`config.mk`:
```
export PLATFORM = sky130hd
export DESIGN_NAME = imul_share_arbiter
export DESIGN_NICKNAME = d
export VERILOG_FILES = /design/src/rtl/imul_share_arbiter.sv
export SDC_FILE = /design/constraint.sdc
export NUM_CORES = 1
export LEC_CHECK = 0
export CORE_AREA = 2 2 117 119
export CTS_CLUSTER_SIZE = 10
export DETAILED_ROUTE_END_ITERATION = 8
export DIE_AREA = 0 0 119 121
export DONT_BUFFER_PORTS = 1
export HOLD_SLACK_MARGIN = 0.06
export PLACE_DENSITY = 0.3
export SLEW_MARGIN = 25
export SYNTH_ARGS = -nofsm -noshare
export SYNTH_HDL_FRONTEND = slang
export SYNTH_SLANG_ARGS = --single-unit
```
`constraint.sdc`:
```
create_clock -name clk -period 2.5 [get_ports clk]
set_input_delay 0.25 -clock clk [delete_from_list [all_inputs] [get_ports clk]]
set_output_delay 0.25 -clock clk [all_outputs]
set_load 0.05 [all_outputs]
```
`src/rtl/imul_share_arbiter.sv`:
```
// Shares one val/rdy integer multiplier between two requesters, one transaction in flight.
// Optional grant counters are compiled in with `define IMUL_SHARE_ARBITER_STATS_EN.
module imul_share_arbiter #(
    parameter int NBITS     = 32,
    parameter int CNT_NBITS = 16
) (
    input  logic                 clk,
    input  logic                 reset,

    input  logic                 in0_req_val,
    output logic                 in0_req_rdy,
    input  logic [2*NBITS-1:0]   in0_req_msg,

    input  logic                 in1_req_val,
    output logic                 in1_req_rdy,
    input  logic [2*NBITS-1:0]   in1_req_msg,

    output logic                 mul_req_val,
    input  logic                 mul_req_rdy,
    output logic [2*NBITS-1:0]   mul_req_msg,

    input  logic                 mul_resp_val,
    output logic                 mul_resp_rdy,
    input  logic [NBITS-1:0]     mul_resp_msg,

    output logic                 out0_resp_val,
    input  logic                 out0_resp_rdy,
    output logic [NBITS-1:0]     out0_resp_msg,

`ifdef IMUL_SHARE_ARBITER_STATS_EN
    output logic [CNT_NBITS-1:0] grant_cnt0,
    output logic [CNT_NBITS-1:0] grant_cnt1,
`endif

    output logic                 out1_resp_val,
    input  logic                 out1_resp_rdy,
    output logic [NBITS-1:0]     out1_resp_msg
);

    typedef enum logic {
        IDLE = 1'b0,
        BUSY = 1'b1
    } state_e;

    state_e state_q, state_d;
    logic   owner_q, owner_d;
    logic   prio_q,  prio_d;

    logic   grant_val;
    logic   grant_sel;
    logic   owner_resp_rdy;
    logic   req_fire;
    logic   resp_fire;

    // The prio port wins a tie; grant_sel stays 0 with no grant so port 0's msg is forwarded.
    always_comb begin
        grant_val = 1'b0;
        grant_sel = 1'b0;
        if (prio_q ? in1_req_val : in0_req_val) begin
            grant_val = 1'b1;
            grant_sel = prio_q;
        end else if (prio_q ? in0_req_val : in1_req_val) begin
            grant_val = 1'b1;
            grant_sel = ~prio_q;
        end
    end

    always_comb begin
        owner_resp_rdy = owner_q ? out1_resp_rdy : out0_resp_rdy;
        req_fire       = (state_q == IDLE) && grant_val && mul_req_rdy;
        resp_fire      = (state_q == BUSY) && mul_resp_val && owner_resp_rdy;
    end

    always_comb begin
        state_d = state_q;
        owner_d = owner_q;
        prio_d  = prio_q;
        case (state_q)
            IDLE: begin
                if (req_fire) begin
                    state_d = BUSY;
                    owner_d = grant_sel;
                    prio_d  = ~grant_sel;
                end
            end
            BUSY: begin
                if (resp_fire) begin
                    state_d = IDLE;
                end
            end
            default: state_d = IDLE;
        endcase
    end

    // Handshake outputs are forced low while reset is asserted, independent of stored state.
    always_comb begin
        in0_req_rdy   = 1'b0;
        in1_req_rdy   = 1'b0;
        mul_req_val   = 1'b0;
        mul_resp_rdy  = 1'b0;
        out0_resp_val = 1'b0;
        out1_resp_val = 1'b0;
        mul_req_msg   = grant_sel ? in1_req_msg : in0_req_msg;
        out0_resp_msg = mul_resp_msg;
        out1_resp_msg = mul_resp_msg;
        if (!reset) begin
            if (state_q == IDLE) begin
                mul_req_val = grant_val;
                in0_req_rdy = grant_val && !grant_sel && mul_req_rdy;
                in1_req_rdy = grant_val &&  grant_sel && mul_req_rdy;
            end else begin
                out0_resp_val = mul_resp_val && !owner_q;
                out1_resp_val = mul_resp_val &&  owner_q;
                mul_resp_rdy  = owner_resp_rdy;
            end
        end
    end

`ifdef IMUL_SHARE_ARBITER_STATS_EN
    localparam logic [CNT_NBITS-1:0] CNT_MAX = '1;

    logic [CNT_NBITS-1:0] cnt0_q, cnt0_d;
    logic [CNT_NBITS-1:0] cnt1_q, cnt1_d;

    always_comb begin
        cnt0_d = cnt0_q;
        cnt1_d = cnt1_q;
        if (req_fire && !grant_sel && (cnt0_q != CNT_MAX)) begin
            cnt0_d = cnt0_q + CNT_NBITS'(1);
        end
        if (req_fire && grant_sel && (cnt1_q != CNT_MAX)) begin
            cnt1_d = cnt1_q + CNT_NBITS'(1);
        end
    end

    assign grant_cnt0 = cnt0_q;
    assign grant_cnt1 = cnt1_q;
`endif

    always_ff @(posedge clk) begin
        if (reset) begin
            state_q <= IDLE;
            owner_q <= 1'b0;
            prio_q  <= 1'b0;
`ifdef IMUL_SHARE_ARBITER_STATS_EN
            cnt0_q  <= '0;
            cnt1_q  <= '0;
`endif
        end else begin
            state_q <= state_d;
            owner_q <= owner_d;
            prio_q  <= prio_d;
`ifdef IMUL_SHARE_ARBITER_STATS_EN
            cnt0_q  <= cnt0_d;
            cnt1_q  <= cnt1_d;
`endif
        end
    end

endmodule
```
==> impl_metrics.yaml, run 1 <==
clocking:
  cts-resized-gates: 0
  cts-htree-levels: 1
  cts_made_buffers: 3
  clock_path_buffers: 2
  postCtsSetupRepairBufs: 0
  clock_sinks: 3
  root_buffer: "clkbuf_16"
  clk-insertion-delay-late_ns: 0.22
  clk_pin_slew_ns: 0.03
  cts_tree: "done"
  cts_hold_buf: 0
sta:
  finalHoldWorstSlack_ns: 0.09207
  fin_crit_sh: 0.7913
  rsz0062_at_grt: "no"
  slew_violations: 0
  slew_headroom: 0.6745
  max_freq_mhz: 505.5
  setup_viol: 0
  finalHoldViolations: 0
  tightest_slew_ns: 0.4899
  fin_tns_setup_ns: 0
  post-route-min-period_ns: 1.978
  skew_ns: 0.00005193
synth:
  syn_avg_cell_area_um2: 10.40
  ys_warn_count: 0
  synth_cell_types: 25
  synth_area_mm2: 0.001653
  synth_nets: 327
  synth-seq-cells: 3
  postSynthCellCount: 159
  seq_area_frac_synth: 0.03634
grt:
  grt_use_total: 0.04639
  grt_pass1_vias: 877
  grt_max_degree: 67
  grt_pass1_wl_um: 4988
  grt_antenna_before_repair: 1
  grt-ovfl-total: 0
die:
  fp.dieH_um: 121
  num_rows: 42
  die_area_mm2: 0.01440
  io_pins: 302
  die_width_um: 119
  core_mm2: 0.01309
  start_util: 0.1263
power:
  p_clk_frac: 0.288
  p_int_uw: 415.2
  ir_drop_mv: 0.1777
  p_sw_uw: 471.2
  pwr-share-seq: 0.063
  combPwrFrac: 0.650
  p_sw_frac: 0.5316
  p_leak_nw: 0.6021
  p_per_area_mw_per_mm2: 620.9
detailed_routing:
  via_count: 917
  via_per_inst: 3.347
  drt_iter0_markers: 12
  ant_nets: 0
  drt_pass1_iterations: 4
  wl_um: 4140
  drc: 0
  wl_per_cell_um: 15.11
hold_path:
  min_path_type: "in -> reg"
  min_from: "reset"
cells_and_area:
  final_cell_mix: "mux2_4 (38), mux2_2 (21), mux2_1 (5), buf_4 (5)"
  fin_cells: 274
  fill_cells: 1506
  num_antenna_cells: 0
  utilization: 0.1091
  layout_commonest_cell: "mux2_4"
  area_growth_pct: -13.63
  fin_nets: 267
  drive_above_1_share: 0.7449
  final_area_mm2: 0.001428
placement:
  gp_congestion: 0.7469
  place_hpwl_um: 3665
  portBuffers: 0
  dp.cells: 270
  place_area_mm2: 0.001349
job:
  drv_cap: 0
setup_path:
  timing.critical_path.from: "prio_q"
  r2r_start: "state_q"
  cp-end-kind: "output pin"
  path_buf_inv: 1
  worstPathMaxFanout: 66
  required_ns: 2.25
  critPathKind: "reg -> out"
  max_stage_delay_ns: 0.58
  arrival_ns: 1.73
  setup.worst_path.start_class: "flop"
  critPathTopFamily: "multiplexers"
  slowest_stage: "mux2_1"
  crit_chain: "o21ai_4, buf_12, mux2_1"
run_status:
  status: "finished, final reports clean"
## logic make-up (layout without fill, tap and decap cells)
kind of cell,Yosys count,after routing,synth area share
AO/OA/AOI/OAI,8,8,0.04088
buffers and inverters,73,12,0.3565
AND/OR/NAND/NOR,10,10,0.03785
multiplexers,65,65,0.5284
flip-flops,3,3,0.03634
## area by class of cell
| class | instances | area (µm²) | share of cell area |
|---|---|---|---|
| Clock buffer | 4 | 78.83 | 0.05521 |
| Inverter | 2 | 7.507 | 0.005259 |
| Multi-Input combinational cell | 83 | 1003 | 0.7029 |
| Sequential cell | 3 | 60.06 | 0.04207 |
| Tap cell | 176 | 220.2 | 0.1543 |
| Timing Repair Buffer | 6 | 57.56 | 0.04032 |
## cells in the mapped netlist
master / instances / area [µm²]
buf_8: 1 / 15.01
nor3b_2: 1 / 12.51
buf_6: 1 / 11.26
and3_1: 1 / 6.260
dfxtp_1: 3 / 60.06
a21oi_1: 2 / 10.01
o21ba_2: 1 / 10.01
nor2_1: 1 / 3.750
a21o_1: 1 / 7.510
nand2_1: 2 / 7.510
o21ai_4: 1 / 16.27
o21ai_0: 1 / 5.000
o2111ai_1: 1 / 8.760
and3b_1: 1 / 8.760
buf_12: 3 / 60.06
a21bo_2: 1 / 10.01
inv_2: 1 / 3.750
buf_4: 66 / 495.5
mux2_2: 21 / 236.5
inv_1: 1 / 3.750
mux2i_1: 1 / 10.01
nor2b_1: 3 / 18.77
nor3_1: 1 / 5.000
mux2_1: 5 / 56.30
mux2_4: 38 / 570.6
## path summary, 6_finish.rpt
check             cells past startpoint  slack (ns)        endpoint
setup / recovery                      3        0.52  mul_req_msg[1]
hold / removal                        1        0.09         owner_q
setup reg to reg                      3        1.45          prio_q
hold reg to reg                       2        0.50         state_q
## metal layers
metal / GRT usage / routed length (µm) / vias up / part of all wire
met2: 0.07004 / 1841 / 166 / 0.44
met5: 0 / 14 / - / 0.0034
met3: 0.03853 / 837 / 5 / 0.20
met4: 0.01116 / 24 / 2 / 0.0058
met1: 0.04946 / 1422 / 380 / 0.34
li1: - / - / 364 / -
## sequential cells by signal, summed over array words and instances, names as in the netlist
signal / cells
state_q: 1
owner_q: 1
prio_q: 1
## per-stage QoR
step                power [mW]  worst slack, ns
floorplan               0.9007           0.4149
global placement        0.6366           0.7748
detailed placement      0.6369           0.7506
CTS                     0.8953           0.5164
global route            0.9078           0.4565
finish                  0.8865           0.5217
## power by group through the flow
| stage | Clock, mW | Combinational [mW] | Sequential [mW] |
|---|---|---|---|
| floorplan | 0 | 0.846 | 0.0552 |
| global placement | 0 | 0.580 | 0.0561 |
| detailed placement | 0 | 0.581 | 0.0562 |
| CTS | 0.258 | 0.581 | 0.0557 |
| global route | 0.261 | 0.591 | 0.0563 |
| finish | 0.255 | 0.576 | 0.0556 |
(Power assumes the default switching activity.)
==> run 2, diff against run 1 <==
--- a/config.mk
+++ b/config.mk
@@ -5,10 +5,11 @@
 export SDC_FILE = /design/constraint.sdc
 export NUM_CORES = 1
 export LEC_CHECK = 0
-export CORE_AREA = 2 2 117 119
+export ABC_AREA = 1
+export CORE_AREA = 2 2 116 118
 export CTS_CLUSTER_SIZE = 10
 export DETAILED_ROUTE_END_ITERATION = 8
-export DIE_AREA = 0 0 119 121
+export DIE_AREA = 0 0 118 120
 export DONT_BUFFER_PORTS = 1
 export HOLD_SLACK_MARGIN = 0.06
 export PLACE_DENSITY = 0.3
==> constraint.sdc (replaced) <==
create_clock -name clk -period 1.9 [get_ports clk]
set_input_delay 0.19 -clock clk [delete_from_list [all_inputs] [get_ports clk]]
set_output_delay 0.19 -clock clk [all_outputs]
set_load 0.05 [all_outputs]
==> impl_metrics.yaml, run 2 <==
synth:
  syn_avg_cell_area_um2: 5.151
  synth_top_area_cell: "nand2_1"
  seq_area_frac_synth: 0.03689
  synth-edff-count: 0
  synth.top_cell.area_share: 0.3274
  synth_cell_types: 13
  ys_top_cells_by_area: "nand2_1 (33%), buf_4 (31%), nand3_1 (20%)"
  ys_warn_count: 0
  yosysMostFrequentCell: "nand2_1"
  postSynthCellCount: 316
  synth_common_cells: "nand2_1 (142), buf_4 (67), nand3_1 (66)"
  synth_nets: 484
  synth-seq-cells: 3
  synthFlopType: "dfxtp_1"
  synth_area_mm2: 0.001628
  synth-async-reset-ratio: 0
clocking:
  clk_pin_slew_ns: 0.03
  clk-insertion-delay-late_ns: 0.22
  clock_sinks: 3
  cts-resized-gates: 0
  cts_hold_buf: 0
  cts_tree: "done"
  postCtsSetupRepairBufs: 0
  cts-htree-levels: 1
  cts_made_buffers: 3
  clock_path_buffers: 2
  root_buffer: "clkbuf_16"
detailed_routing:
  via_count: 1899
  wl_um: 5923
  drc: 0
  drt_iter0_markers: 41
  via_per_inst: 3.924
  drt_pass1_iterations: 4
  ant_nets: 0
  wl_per_cell_um: 12.24
power:
  p_per_area_mw_per_mm2: 653.2
  p_sw_uw: 827.2
  p_leak_nw: 1.353
  ir_drop_mv: 0.2361
  p_int_uw: 918.4
  p_sw_frac: 0.4739
  pwr-share-seq: 0.042
  p_clk_frac: 0.189
  combPwrFrac: 0.770
  p_total_mw: 1.746
setup_path:
  cp-end-kind: "output pin"
  setup.worst_path.start_class: "flop"
  timing.critical_path.from: "prio_q"
  arrival_ns: 1.50
  worstPathMaxFanout: 32
  critPathKind: "reg -> out"
  r2r_start: "prio_q"
  required_ns: 1.71
grt:
  grt-ovfl-total: 0
  grt_max_degree: 69
  grt_pass1_wl_um: 9101
  grt_pass1_vias: 1854
  grt_use_total: 0.07706
  grt_antenna_before_repair: 0
cells_and_area:
  drive_above_1_share: 0.2532
  area_growth_pct: 64.18
  top_regs: "owner_q x1, prio_q x1, state_q x1"
  final_area_mm2: 0.002673
  fill_cells: 1445
  layout_commonest_cell: "nand2_1"
  utilization: 0.2059
  num_antenna_cells: 0
  fin_nets: 477
  final_cell_mix: "nand2_1 (140), nand3_1 (66), buf_12 (65)"
sta:
  max_freq_mhz: 591.2
  slew_violations: 0
  fin_tns_setup_ns: 0
  slew_headroom: 0.7727
  post-route-min-period_ns: 1.691
  rsz0062_at_grt: "no"
  setup_viol: 0
  finalHoldViolations: 0
  tightest_slew_ns: 0.3409
  skew_ns: 0.001459
  finalHoldWorstSlack_ns: 0.1038
  fin_crit_sh: 0.8902
job:
  drv_cap: 0
die:
  die_width_um: 118
  core_mm2: 0.01298
  num_rows: 42
  fp.dieH_um: 120
  die_area_mm2: 0.01416
  io_pins: 302
  start_util: 0.1254
hold_path:
  min_path_type: "in -> reg"
  min_from: "reset"
placement:
  gp_congestion: 0.7154
  place_hpwl_um: 4875
  portBuffers: 0
  place_area_mm2: 0.002594
run_status:
  status: "finished, final reports clean"
run 2: cell families (layout without fill, tap and decap cells):
family,Yosys count,after routing,synth area share
AO/OA/AOI/OAI,2,2,0.006143
buffers and inverters,94,86,0.4020
flip-flops,3,3,0.03690
AND/OR/NAND/NOR,217,217,0.5550
run 2: metal layers:
metal	up-vias	part of all wire	routed length (µm)	track usage
met4	0	0.024	142	0.02786
met3	22	0.14	820	0.03802
met1	817	0.33	1925	0.07577
li1	911	-	-	-
met5	-	0	0	0
met2	149	0.51	3035	0.1399
run 2: critical path, cell delays in order (launching register included):
cell,delay [ns]
dfxtp_1,0.29
inv_1,0.05
nand2_2,0.07
buf_4,0.31
nand4_1,0.20
nor2_1,0.14
buf_4,0.21
run 2: through the flow:
stage | cells | setup WS, ns
3_3_place_gp | 480 | 0.4483
3_5_place_dp | 480 | 0.4372
2_1_floorplan | 316 | 0.2304
4_1_cts | 484 | 0.2009
5_1_grt | 484 | 0.1206
6_report | 484 | 0.2086
run 2: final timing paths:
check | to | slack, ns | cells past startpoint
min | owner_q | 0.10 | 1
max | in1_req_rdy | 0.21 | 6
max reg2reg | owner_q | 0.69 | 5
min reg2reg | state_q | 0.50 | 2
run 2: cell type report:
type,instances,area (µm²),share of cell area
Timing Repair Buffer,73,1361,0.5094
Multi-Input combinational cell,219,918.4,0.3436
Clock buffer,4,78.83,0.02949
Inverter,9,33.78,0.01264
Tap cell,176,220.2,0.08240
Sequential cell,3,60.06,0.02247
run 2: power groups by stage:
stage	combinational (mW)	clock (mW)	sequential (mW)
2_1_floorplan	1.10	0	0.0725
3_3_place_gp	1.35	0	0.0735
3_5_place_dp	1.35	0	0.0735
4_1_cts	1.36	0.335	0.0727
5_1_grt	1.40	0.343	0.0734
6_report	1.34	0.329	0.0727
